[src/rtl/fm_bus_arb.sv]
// Two-requester round-robin arbiter for the internal register bus, with a
// programmable timeout that completes a transaction when the slave hangs.
module fm_bus_arb #(
    parameter int          P_ADR_WIDTH  = 10,
    parameter int          P_BE_WIDTH   = 4,
    parameter int          P_DATA_WIDTH = 32,
    parameter int          P_TIMEOUT    = 256,
    parameter logic [31:0] P_TO_DATA    = 32'hDEAD_DEAD
) (
    input  logic                    clk_core,
    input  logic                    rst,
    input  logic                    i_req_m0,
    input  logic                    i_wr_m0,
    input  logic [P_ADR_WIDTH-1:0]  i_adrs_m0,
    input  logic [P_BE_WIDTH-1:0]   i_be_m0,
    input  logic [P_DATA_WIDTH-1:0] i_wd_m0,
    output logic                    o_ack_m0,
    output logic                    o_rstr_m0,
    output logic [P_DATA_WIDTH-1:0] o_rd_m0,
    input  logic                    i_req_m1,
    input  logic                    i_wr_m1,
    input  logic [P_ADR_WIDTH-1:0]  i_adrs_m1,
    input  logic [P_BE_WIDTH-1:0]   i_be_m1,
    input  logic [P_DATA_WIDTH-1:0] i_wd_m1,
    output logic                    o_ack_m1,
    output logic                    o_rstr_m1,
    output logic [P_DATA_WIDTH-1:0] o_rd_m1,
    output logic                    o_req,
    output logic                    o_wr,
    output logic [P_ADR_WIDTH-1:0]  o_adrs,
    output logic [P_BE_WIDTH-1:0]   o_be,
    output logic [P_DATA_WIDTH-1:0] o_wd,
    input  logic                    i_ack,
    input  logic                    i_rstr,
    input  logic [P_DATA_WIDTH-1:0] i_rd,
    input  logic                    i_clr_timeout,
    output logic                    o_timeout
);
    typedef enum logic [1:0] {IDLE = 2'd0, CMD = 2'd1, RDATA = 2'd2} state_t;

    localparam bit                      TO_EN    = (P_TIMEOUT != 0);
    localparam logic [15:0]             TO_LIMIT = TO_EN ? 16'(P_TIMEOUT - 1) : 16'd0;
    localparam logic [P_DATA_WIDTH-1:0] TO_DATA  = P_DATA_WIDTH'(P_TO_DATA);

    state_t                  state;
    logic                    gnt;
    logic                    r_last;
    logic [15:0]             cnt;
    logic                    to_hit;
    logic                    slave_done;
    logic                    to_fire;
    logic                    ack_sig;
    logic                    rstr_sig;
    logic [P_DATA_WIDTH-1:0] rd_sig;
    logic                    next_gnt;

    // '>=' so a read acked on the limit cycle still times out in RDATA next cycle.
    always_comb begin
        to_hit     = TO_EN && (state != IDLE) && (cnt >= TO_LIMIT);
        ack_sig    = 1'b0;
        rstr_sig   = 1'b0;
        rd_sig     = '0;
        slave_done = 1'b0;
        case (state)
            CMD: begin
                ack_sig = i_ack || to_hit;
                if (i_ack) begin
                    slave_done = 1'b1;
                    if (!o_wr && i_rstr) begin
                        rstr_sig = 1'b1;
                        rd_sig   = i_rd;
                    end
                end else if (to_hit && !o_wr) begin
                    rstr_sig = 1'b1;
                    rd_sig   = TO_DATA;
                end
            end
            RDATA: begin
                if (i_rstr) begin
                    slave_done = 1'b1;
                    rstr_sig   = 1'b1;
                    rd_sig     = i_rd;
                end else if (to_hit) begin
                    rstr_sig = 1'b1;
                    rd_sig   = TO_DATA;
                end
            end
            default: ;
        endcase
        to_fire = to_hit && !slave_done;
    end

    assign next_gnt  = (i_req_m0 && i_req_m1) ? ~r_last : i_req_m1;

    assign o_ack_m0  = ack_sig  && !gnt;
    assign o_ack_m1  = ack_sig  &&  gnt;
    assign o_rstr_m0 = rstr_sig && !gnt;
    assign o_rstr_m1 = rstr_sig &&  gnt;
    assign o_rd_m0   = o_rstr_m0 ? rd_sig : '0;
    assign o_rd_m1   = o_rstr_m1 ? rd_sig : '0;

    always_ff @(posedge clk_core) begin
        if (rst) begin
            state     <= IDLE;
            gnt       <= 1'b0;
            r_last    <= 1'b1;
            cnt       <= '0;
            o_req     <= 1'b0;
            o_wr      <= 1'b0;
            o_adrs    <= '0;
            o_be      <= '0;
            o_wd      <= '0;
            o_timeout <= 1'b0;
        end else begin
            if (i_clr_timeout) o_timeout <= 1'b0;
            if (to_fire)       o_timeout <= 1'b1;
            case (state)
                IDLE: begin
                    if (i_req_m0 || i_req_m1) begin
                        gnt    <= next_gnt;
                        o_req  <= 1'b1;
                        o_wr   <= next_gnt ? i_wr_m1   : i_wr_m0;
                        o_adrs <= next_gnt ? i_adrs_m1 : i_adrs_m0;
                        o_be   <= next_gnt ? i_be_m1   : i_be_m0;
                        o_wd   <= next_gnt ? i_wd_m1   : i_wd_m0;
                        cnt    <= '0;
                        state  <= CMD;
                    end
                end
                CMD: begin
                    cnt <= cnt + 16'd1;
                    if (ack_sig) begin
                        o_req <= 1'b0;
                        if (o_wr || rstr_sig) begin
                            state  <= IDLE;
                            r_last <= gnt;
                        end else begin
                            state <= RDATA;
                        end
                    end
                end
                RDATA: begin
                    cnt <= cnt + 16'd1;
                    if (rstr_sig) begin
                        state  <= IDLE;
                        r_last <= gnt;
                    end
                end
                default: state <= IDLE;
            endcase
        end
    end
endmodule

[config.mk]
export PLATFORM = sky130hd
export DESIGN_NAME = fm_bus_arb
export DESIGN_NICKNAME = d
export VERILOG_FILES = /design/src/rtl/fm_bus_arb.sv
export SDC_FILE = /design/constraint.sdc
export NUM_CORES = 1
export LEC_CHECK = 0
export CAP_MARGIN = 20
export CORE_AREA = 5 5 94 96
export DETAILED_ROUTE_END_ITERATION = 10
export DIE_AREA = 0 0 99 101
export DONT_BUFFER_PORTS = 1
export PLACE_DENSITY = 0.65
export SLEW_MARGIN = 20
export SYNTH_ARGS = -nofsm -noshare
export SYNTH_HDL_FRONTEND = slang
export SYNTH_SLANG_ARGS = --single-unit
[constraint.sdc]
create_clock -name clk_core -period 2.52 [get_ports clk_core]
set_input_delay 0.378 -clock clk_core [delete_from_list [all_inputs] [get_ports clk_core]]
set_output_delay 0.378 -clock clk_core [all_outputs]
set_load 0.02 [all_outputs]
==> reports/qor.csv, run 1 <==
metric,value,unit
P_leak,1.658,nW
first-pass GRT wire length,14640,um
share of layout cells above drive strength 1,0.2397,
hpwl dp,7137,um
PD cells,986.1,nW/um^2
kind of cell adding the most delay to the critical path,compound AO/OA/AOI/OAI gates,
sequential share of the synthesized area,0.3590,
Least-Margin Pin Slew,0.5938,ns
ANT nets after route,0,
count of different cell masters after synthesis,47,
crit-path cells,ha_4 -> nand3_2 -> o211a_4 -> o31ai_4 -> and2_4 -> buf_12 -> o21a_4,
largest family of logic cells by synthesized area,compound AO/OA/AOI/OAI gates,
status,"complete, no violations",
Worst setup SP type,flop,
Worst-path clk slew,0.07,ns
Starting Density,0.4828,
clock root buffer,clkbuf_8,
Max Freq,405.8,MHz
Final Cycle Share,0.9780,
worst-path fanout max,8,
Power Total,4.651,mW
Die Wd,99,um
footprint of the multi-input gates,2626,um^2
VDD IR-drop max,583.4,uV
Die Area,9999,um^2
most frequent cells in the layout,"69 x nor2_1, 63 x dfxtp_1, 48 x mux2i_1, 47 x a211oi_1, 44 x o21a_4",
cell taking the most area after synthesis,dfxtp_1,
Fin. Hold Viols,0,
Layout fillers,648,
largest net degree at the start of global routing,60,
Syn. warnings,0,
MaxCap Viol Count,0,
DRT Pass-1 Iters,4,
Core Box Area,7969,um^2
"Slew Viols, Final",0,
syn_area_per_cell,8.724,um^2
slowest CP cell,dfxtp_2,
post-route design area,4717,um^2
CP Capture Type,output pin,
total number of vias,3184,
n_diodes,0,
Rows,33,
initial antenna violation count,0,
final cell count without fillers,543,
Yosys reg bits,69,
post-synthesis compound-gate area fraction,0.2449,
Final Routed Wirelength,10490,um
Critical Setup Path Class,reg2out,
DR DRC count,0,
mux cell area share after synthesis,0.1249,
vias in the first global route,2953,
Port Buffer Count,0,
register area,1391,um^2
Worst Skew,0.01036,ns
Die Ht,101,um
Max-Slew Margin vs Limit,0.6037,
DR vias/cell,5.864,
Starting DRT DRC Count,107,
Area after DPL,3857,um^2
CTS tree,built,
RSZ-0062 raised after global routing,true,
final setup fails,0,
signal arrival time at the worst endpoint,2.09,ns
area grow syn2layout,22.60,%
Worst-Skew Late Latency,0.34,ns
CP Data Required Time,2.14,ns
CTS Sinks,69,
worst hold path class,in2reg,
CP peak stage delay,0.37,ns
Ports,250,
syn nets,578,
Synth Cell Area,3847,um^2
CP Buf/Inv Count,1,
DP Cell Count,516,
Post-Synth Simple-Gate Area,0.1662,
H-Tree Depth,3,
cts bufs inserted,9,
routed len/inst,19.32,um
min Tclk post-route,2.465,ns
post-synthesis share of cell area spent on xor and xnor gates,0.02276,
Max clock buf depth,2,
GRT Overall Usage,0.1811,
Synth area leaders,"dfxtp_1 36%, mux2i_1 12%, a211oi_1 9.2%",
area share of the largest cell type after synthesis,0.3590,
Nets,570,
Overflow after GRT,0,
Adder-Cell Fraction of Synth Area,0.01301,
Gate Count Post-Synth,441,
placer congestion estimate,0.7981,
"most common cell after layout, fill and taps aside",nor2_1,
## worst paths after layout
kind         startpoint     endpoint  slack (ns)  cells past startpoint
max              cnt[1]  o_rd_m0[15]        0.06                      7
max reg2reg    state[0]      cnt[13]        0.38                      8
min                 rst       cnt[1]        0.11                      1
min reg2reg      cnt[0]       cnt[0]        0.51                      2
## state kept, by name (all words and copies together), names as in the netlist
name	count
o_timeout	1
o_wd	32
r_last	1
o_wr	1
state	2
o_adrs	10
o_be	4
cnt	16
gnt	1
o_req	1
## power by group
group | internal (mW) | total [mW] | switching (mW)
registers | 1.42 | 2.02 | 0.598
clock network | 0.713 | 1.13 | 0.413
logic | 0.631 | 1.51 | 0.875
total | 2.76 | 4.65 | 1.89
## layout make-up
class / count / share of cell area
sequential: 69 / 0.2950
timing repair buffer: 17 / 0.05783
inverter: 10 / 0.007958
clock buffer: 11 / 0.03210
tap: 105 / 0.02785
clock inverter: 5 / 0.02255
multi-input combinational: 326 / 0.5568
## kinds of logic after synthesis
| kind of cell | after synthesis |
|---|---|
| and+or+nand+nor | 136 |
| AOI/OAI and AO/OA | 128 |
| DFF | 69 |
| muxes | 48 |
| buffers and inverters | 46 |
| xor gates and xnor gates | 10 |
| adders and majority gates | 4 |
## synth_stat cells (all sizes together)
library cell and count:
a211oi 47, a21bo 1, a21boi 1, a21o 2
a21oi 9, a22o 1, a22oi 1, a31oi 1
a32oi 1, and2 24, and4 1, buf 26
clkbuf 10, dfxtp 69, ha 4, inv 10
mux2i 48, nand2 12, nand2b 2, nand3 5
nand3b 2, nand4 1, nor2 72, nor2b 3
nor3 4, nor4 3, o2111ai 2, o211a 2
o21a 45, o21ai 8, o21ba 1, o21bai 1
o22ai 2, o31ai 2, o32ai 1, or3 5
or4 2, xnor2 8, xor2 2
## metal layers
| layer | GRT usage | part of all wire | vias to the layer above |
|---|---|---|---|
| met5 | 0 | 0 | - |
| met4 | 0.05987 | 0.013 | 0 |
| met3 | 0.06713 | 0.084 | 12 |
| met2 | 0.3089 | 0.52 | 140 |
| met1 | 0.2099 | 0.39 | 1462 |
| li1 | - | - | 1570 |
## repair_timing
action,CTS,global route
cloned,0,7
endpoints found under the setup margin,44,64
pin swaps,1,6
buffers inserted,0,4
resized for setup,52,61
hold buffers,0,0
## metrics by stage
step / hold WS [ns] / worst slack [ns] / util / setup TNS, ns
final: 0.1117 / 0.05550 / 0.5919 / 0
after CTS: 0.09137 / -0.01182 / 0.5290 / -0.2859
after detailed placement: 0.4705 / 0.2503 / 0.4841 / 0
after global routing: 0.07317 / -0.02614 / 0.5919 / -0.4591
after global placement: 0.4670 / 0.2956 / 0.4841 / 0
after floorplan: 0.4568 / 0.3971 / - / 0
No activity file was read; power rests on OpenSTA's default activity.
==> run 2: changes to the inputs <==
BUFFER_PORTS_ARGS = -buffer_cell sky130_fd_sc_hd__buf_2   (was not set)
CORE_AREA = not set   (was 5 5 94 96)
CORE_ASPECT_RATIO = 1.4   (was not set)
CORE_MARGIN = 5   (was not set)
CORE_UTILIZATION = 43   (was not set)
DIE_AREA = not set   (was 0 0 99 101)
DONT_BUFFER_PORTS = not set   (was 1)
PLACE_DENSITY = 0.82   (was 0.65)
==> run 2 against run 1 <==
  * Non-clock buffer count is 244 higher
  * Final cell count is 45% higher
  * Die area is 9.7% higher
  * Clock power is 17% higher
  * Largest power group is now combinational logic
  * Clock-buffer cell count is 1 lower
  * Routed wire length is 19% higher
  * Core utilization is 6.4 points higher
==> reports/qor.csv, run 2 (synthesized netlist as in run 1, its figures left out) <==
metric,value,unit
status,"complete, no violations",
Final Routed Wirelength,12500,um
vias in the first global route,4134,
Nets,814,
Worst Skew,0.005390,ns
GRT Overall Usage,0.2151,
routed len/inst,15.89,um
Max-Slew Margin vs Limit,0.5678,
DR vias/cell,5.273,
CP Capture Type,output pin,
clock root buffer,clkbuf_16,
Final Cycle Share,0.9746,
H-Tree Depth,3,
CTS Sinks,69,
Port Buffer Count,249,
Core Box Area,8658,um^2
hpwl dp,9543,um
slowest CP cell,dfxtp_2,
ANT nets after route,0,
Top reg by flops,o_wd,
crit-path cells,inv_2 -> ha_4 -> nand2_1 -> a21o_1 -> o31ai_4 -> and2_4 -> clkbuf_16 -> o21a_1 -> buf_2,
Die Ht,121.9,um
DRT Pass-1 Iters,4,
setup TNS,0,ns
n_diodes,0,
"Slew Viols, Final",0,
final setup fails,0,
"most common cell after layout, fill and taps aside",buf_2,
PD cells,933.1,nW/um^2
total number of vias,4150,
Least-Margin Pin Slew,0.6477,ns
worst hold path class,in2reg,
Worst-Skew Late Latency,0.33,ns
Worst setup SP type,flop,
Rows,40,
cts bufs inserted,9,
Ports,250,
Fin. Hold Viols,0,
DR DRC count,0,
Power Total,5.297,mW
CP peak stage delay,0.36,ns
Starting DRT DRC Count,225,
signal arrival time at the worst endpoint,2.08,ns
most frequent cells in the layout,"229 x buf_2, 69 x nor2_1, 62 x dfxtp_1, 48 x mux2i_1, 47 x a211oi_1",
initial antenna violation count,0,
Fin Hold WS,0.3690,ns
"Hold-fix buffers, CTS",0,
Die Area,10970,um^2
CTS tree,built,
Critical Setup Path Class,reg2out,
Regs by FF count,"o_wd x32, cnt x16, o_adrs x10",
worst-path fanout max,11,
placer congestion estimate,0.8530,
MaxCap Viol Count,0,
CP Data Required Time,2.14,ns
Max Freq,407.2,MHz
Worst-path clk slew,0.05,ns
Layout fillers,693,
first-pass GRT wire length,19480,um
Max clock buf depth,2,
Starting Density,0.4444,
VDD IR-drop max,722.2,uV
r2r setup slk,0.30,ns
Die Wd,89.95,um
min Tclk post-route,2.456,ns
P_leak,2.690,nW
max FFs per register,32,
largest net degree at the start of global routing,96,
Overflow after GRT,0,
area grow syn2layout,47.54,%
share of layout cells above drive strength 1,0.4501,
run 2: cell count changes in the layout (fill, tap and decap cells not counted), moves of 2 or more:
cell / delta
clkbuf_8: -11
buf_4: +19
buf_6: -2
nor4_2: +2
o21a_1: +44
clkbuf_16: +6
clkinvlp_4: +2
nor4_1: -2
buf_2: +229
o21a_4: -43
run 2: cell type report:
type,instances,area [um^2],share of cell area
multi-input cells,326,2315,0.4078
repair buffers,261,1484,0.2614
flip-flops and latches,69,1393,0.2453
clock buffers,10,229.0,0.04034
well taps,105,131.4,0.02314
clock inverters,6,87.58,0.01543
inverters,10,37.54,0.006612
run 2: timing repair:
action | CTS | global route
gates resized for setup | 17 | 33
cloned | 0 | 2
buffers inserted | 1 | 2
pin swaps | 3 | 5
setup endpoints to repair | 64 | 47
run 2: report_power, final:
group          switching (mW)  internal [mW]
logic                    1.46          0.905
registers               0.199           1.42
clock network           0.455          0.863
run 2: routing by layer:
layer  wire length [um]  track usage
met5                  0            0
met4                230      0.07356
met3               1335      0.08153
met2               6510       0.3947
met1               4427       0.2237
run 2: metrics by stage:
stage          setup WS (ns)  std cells  instance area, um^2    util
2_1_floorplan         0.3971        441                 3847       -
3_3_place_gp          0.3227        766                 5130  0.5925
3_5_place_dp          0.2429        766                 5130  0.5925
4_1_cts            -0.001493        783                 5510  0.6364
5_1_grt             -0.01788        787                 5677  0.6556
6_report             0.06394        787                 5677  0.6556
run 2: final timing paths:
kind,start,endpoint,depth (start not counted)
worst max-delay path,state[0],o_rd_m0[3],9
worst min-delay path,i_clr_timeout,o_timeout,4
worst max register to register,state[0],cnt[7],7
worst min register to register,o_req,o_req,2
run 2: worst max-delay path, delay by kind of cell, from the launching register on:
kind	cells	cell delay (ns)
adders and majority gates	1	0.30
and+or+nand+nor	2	0.29
AOI/OAI and AO/OA	3	0.43
DFF	1	0.36
buffers and inverters	3	0.37
==> run 3: changes to the inputs <==
CORE_UTILIZATION = 40   (was 43)
PLACE_DENSITY = 0.78   (was 0.82)
==> run 3 against run 2 <==
  * First-iteration DRC count decreased by 7.1%
  * Clock power decreased by 5%
  * Total power decreased by 0.51%
  * Routed wire length decreased by 0.98%
  * Hold slack improved by 0.019 ns
  * Sequential share of layout area decreased by 0.18 points
  * Sequential power about the same
  * Critical path depth decreased by 1
  * Largest power group unchanged
  * Highest routed layer unchanged
==> reports/qor.csv, run 3 (synthesized netlist as in run 1, its figures left out) <==
metric,value,unit
kind of cell adding the most delay to the critical path,compound AO/OA/AOI/OAI gates,
Worst-path clk slew,0.05,ns
Setup WS pre-CTS,0.2033,ns
n_diodes,0,
DRT Pass-1 Iters,4,
Nets,822,
ANT nets after route,0,
HP Start,i_wd_m0[23],
worst r2r dst,cnt[7],
CTS tree,built,
GRT Overall Usage,0.1898,
Regs by FF count,"o_wd x32, cnt x16, o_adrs x10",
reg2reg start,state[0],
post-route design area,5754,um^2
max FFs per register,32,
Comb pwr share,0.456,
CP peak stage delay,0.35,ns
Sw Share,0.3950,
CP Buf/Inv Count,2,
final setup fails,0,
Clock Power Share,0.238,
Starting Density,0.4067,
Max clock buf depth,2,
Worst-Skew Late Latency,0.32,ns
min Tclk post-route,2.471,ns
total number of vias,4143,
area grow syn2layout,49.56,%
WHS Endpoint,o_wd[23],
hold depth,3,
largest net degree at the start of global routing,68,
Top reg by flops,o_wd,
r2r setup slk,0.17,ns
share of layout cells above drive strength 1,0.4601,
Ports,250,
Layout fillers,779,
MaxCap Viol Count,0,
Die Ht,126.0,um
Worst setup SP type,flop,
crit-path cells,ha_4 -> nand3_2 -> o211a_4 -> o31ai_4 -> and2_4 -> clkbuf_16 -> o21a_1 -> buf_4,
Power Total,5.270,mW
R2R depth,9,
placer congestion estimate,0.8318,
Area after DPL,5124,um^2
Worst Skew,0.004411,ns
Starting DRT DRC Count,209,
Final Routed Wirelength,12380,um
H-Tree Depth,3,
final cell count without fillers,799,
hpwl dp,9083,um
"most common cell after layout, fill and taps aside",buf_2,
Fin. Hold Viols,0,
most frequent cells in the layout,"232 x buf_2, 70 x nor2_1, 61 x dfxtp_1, 48 x mux2i_1, 47 x a211oi_1",
Final Cycle Share,0.9805,
Critical Setup Path Class,reg2out,
Switch Pwr,2.082,mW
final core occ,0.6083,
DP Cell Count,771,
Die Area,11710,um^2
worst-path fanout max,11,
setup TNS,0,ns
VDD IR-drop max,522.7,uV
"Slew Viols, Final",0,
signal arrival time at the worst endpoint,2.09,ns
Max-Slew Margin vs Limit,0.5554,
Die Wd,92.89,um
first-pass GRT wire length,18440,um
"Hold-fix buffers, CTS",0,
worst setup margin,0.04912,ns
clock root buffer,clkbuf_16,
vias in the first global route,4003,
Overflow after GRT,0,
Rows,42,
P_leak,2.738,nW
Max Freq,404.7,MHz
status,"complete, no violations",
CTS Sinks,69,
Core Box Area,9459,um^2
Least-Margin Pin Slew,0.6669,ns
PD cells,915.8,nW/um^2
initial antenna violation count,0,
Fin Hold WS,0.3883,ns
slowest CP cell,dfxtp_4,
CP Data Required Time,2.14,ns
DR vias/cell,5.185,
Internal,3.188,mW
Port Buffer Count,249,
routed len/inst,15.50,um
sequential power share,0.306,
worst hold path class,in2reg,
DR DRC count,0,
CP Capture Type,output pin,
cts bufs inserted,9,
[run 3: cell types whose count changed in the layout (fill, tap and decap cells not counted), sizes merged]
cell	before	now
buf	259	266
clkinvlp	3	1
clkinv	1	2
bufinv	2	1
clkbuf	12	14
[run 3: worst register-to-register path: cells and delay by family, from the launching register on]
family	cells	cell delay, ns
compound gates	2	0.56
flops	1	0.36
buf+inv	4	0.36
fa+ha+maj	1	0.30
simple gates	2	0.68
[run 3: worst max-delay path by stage]
stage | startpoint | end | slack, ns | depth (start not counted)
after floorplan | cnt[0] | o_rd_m1[18] | 0.40 | 8
after global placement | cnt[0] | o_rd_m0[12] | 0.28 | 8
after detailed placement | cnt[0] | o_rd_m0[9] | 0.20 | 8
after CTS | state[0] | o_rd_m0[9] | 0.0002 | 8
after global routing | cnt[0] | o_rd_m0[28] | -0.02 | 8
final | cnt[0] | o_rd_m0[28] | 0.05 | 8
[run 3: cell type report]
type / count / area, um^2 / area share
Multi-Input combinational cell: 326 / 2332 / 0.4053
Tap cell: 110 / 137.6 / 0.02392
Timing Repair Buffer: 269 / 1545 / 0.2685
Clock buffer: 11 / 252.7 / 0.04392
Sequential cell: 69 / 1401 / 0.2435
Inverter: 10 / 37.54 / 0.006523
Clock inverter: 4 / 47.55 / 0.008263
[run 3: power by group through the flow]
stage	registers, mW	logic [mW]	clock network [mW]
6_report	1.61	2.40	1.25
5_1_grt	1.65	2.62	1.32
4_1_cts	1.60	2.25	1.28
3_5_place_dp	1.61	2.18	0
3_3_place_gp	1.59	2.13	0
2_1_floorplan	1.94	1.18	0
[run 3: repair_timing]
action / 4_1_cts / 5_1_grt
gates resized for setup: 12 / 41
gates cloned: 0 / 3
setup endpoints to repair: 66 / 64
setup buffers: 2 / 8
pin swaps: 3 / 6
[run 3: metal layers]
metal	share of wire	wire, um	global-route usage
met4	0.019	241	0.06471
met5	0	0	0
met2	0.55	6797	0.3636
met1	0.35	4385	0.1939
met3	0.077	957	0.05131
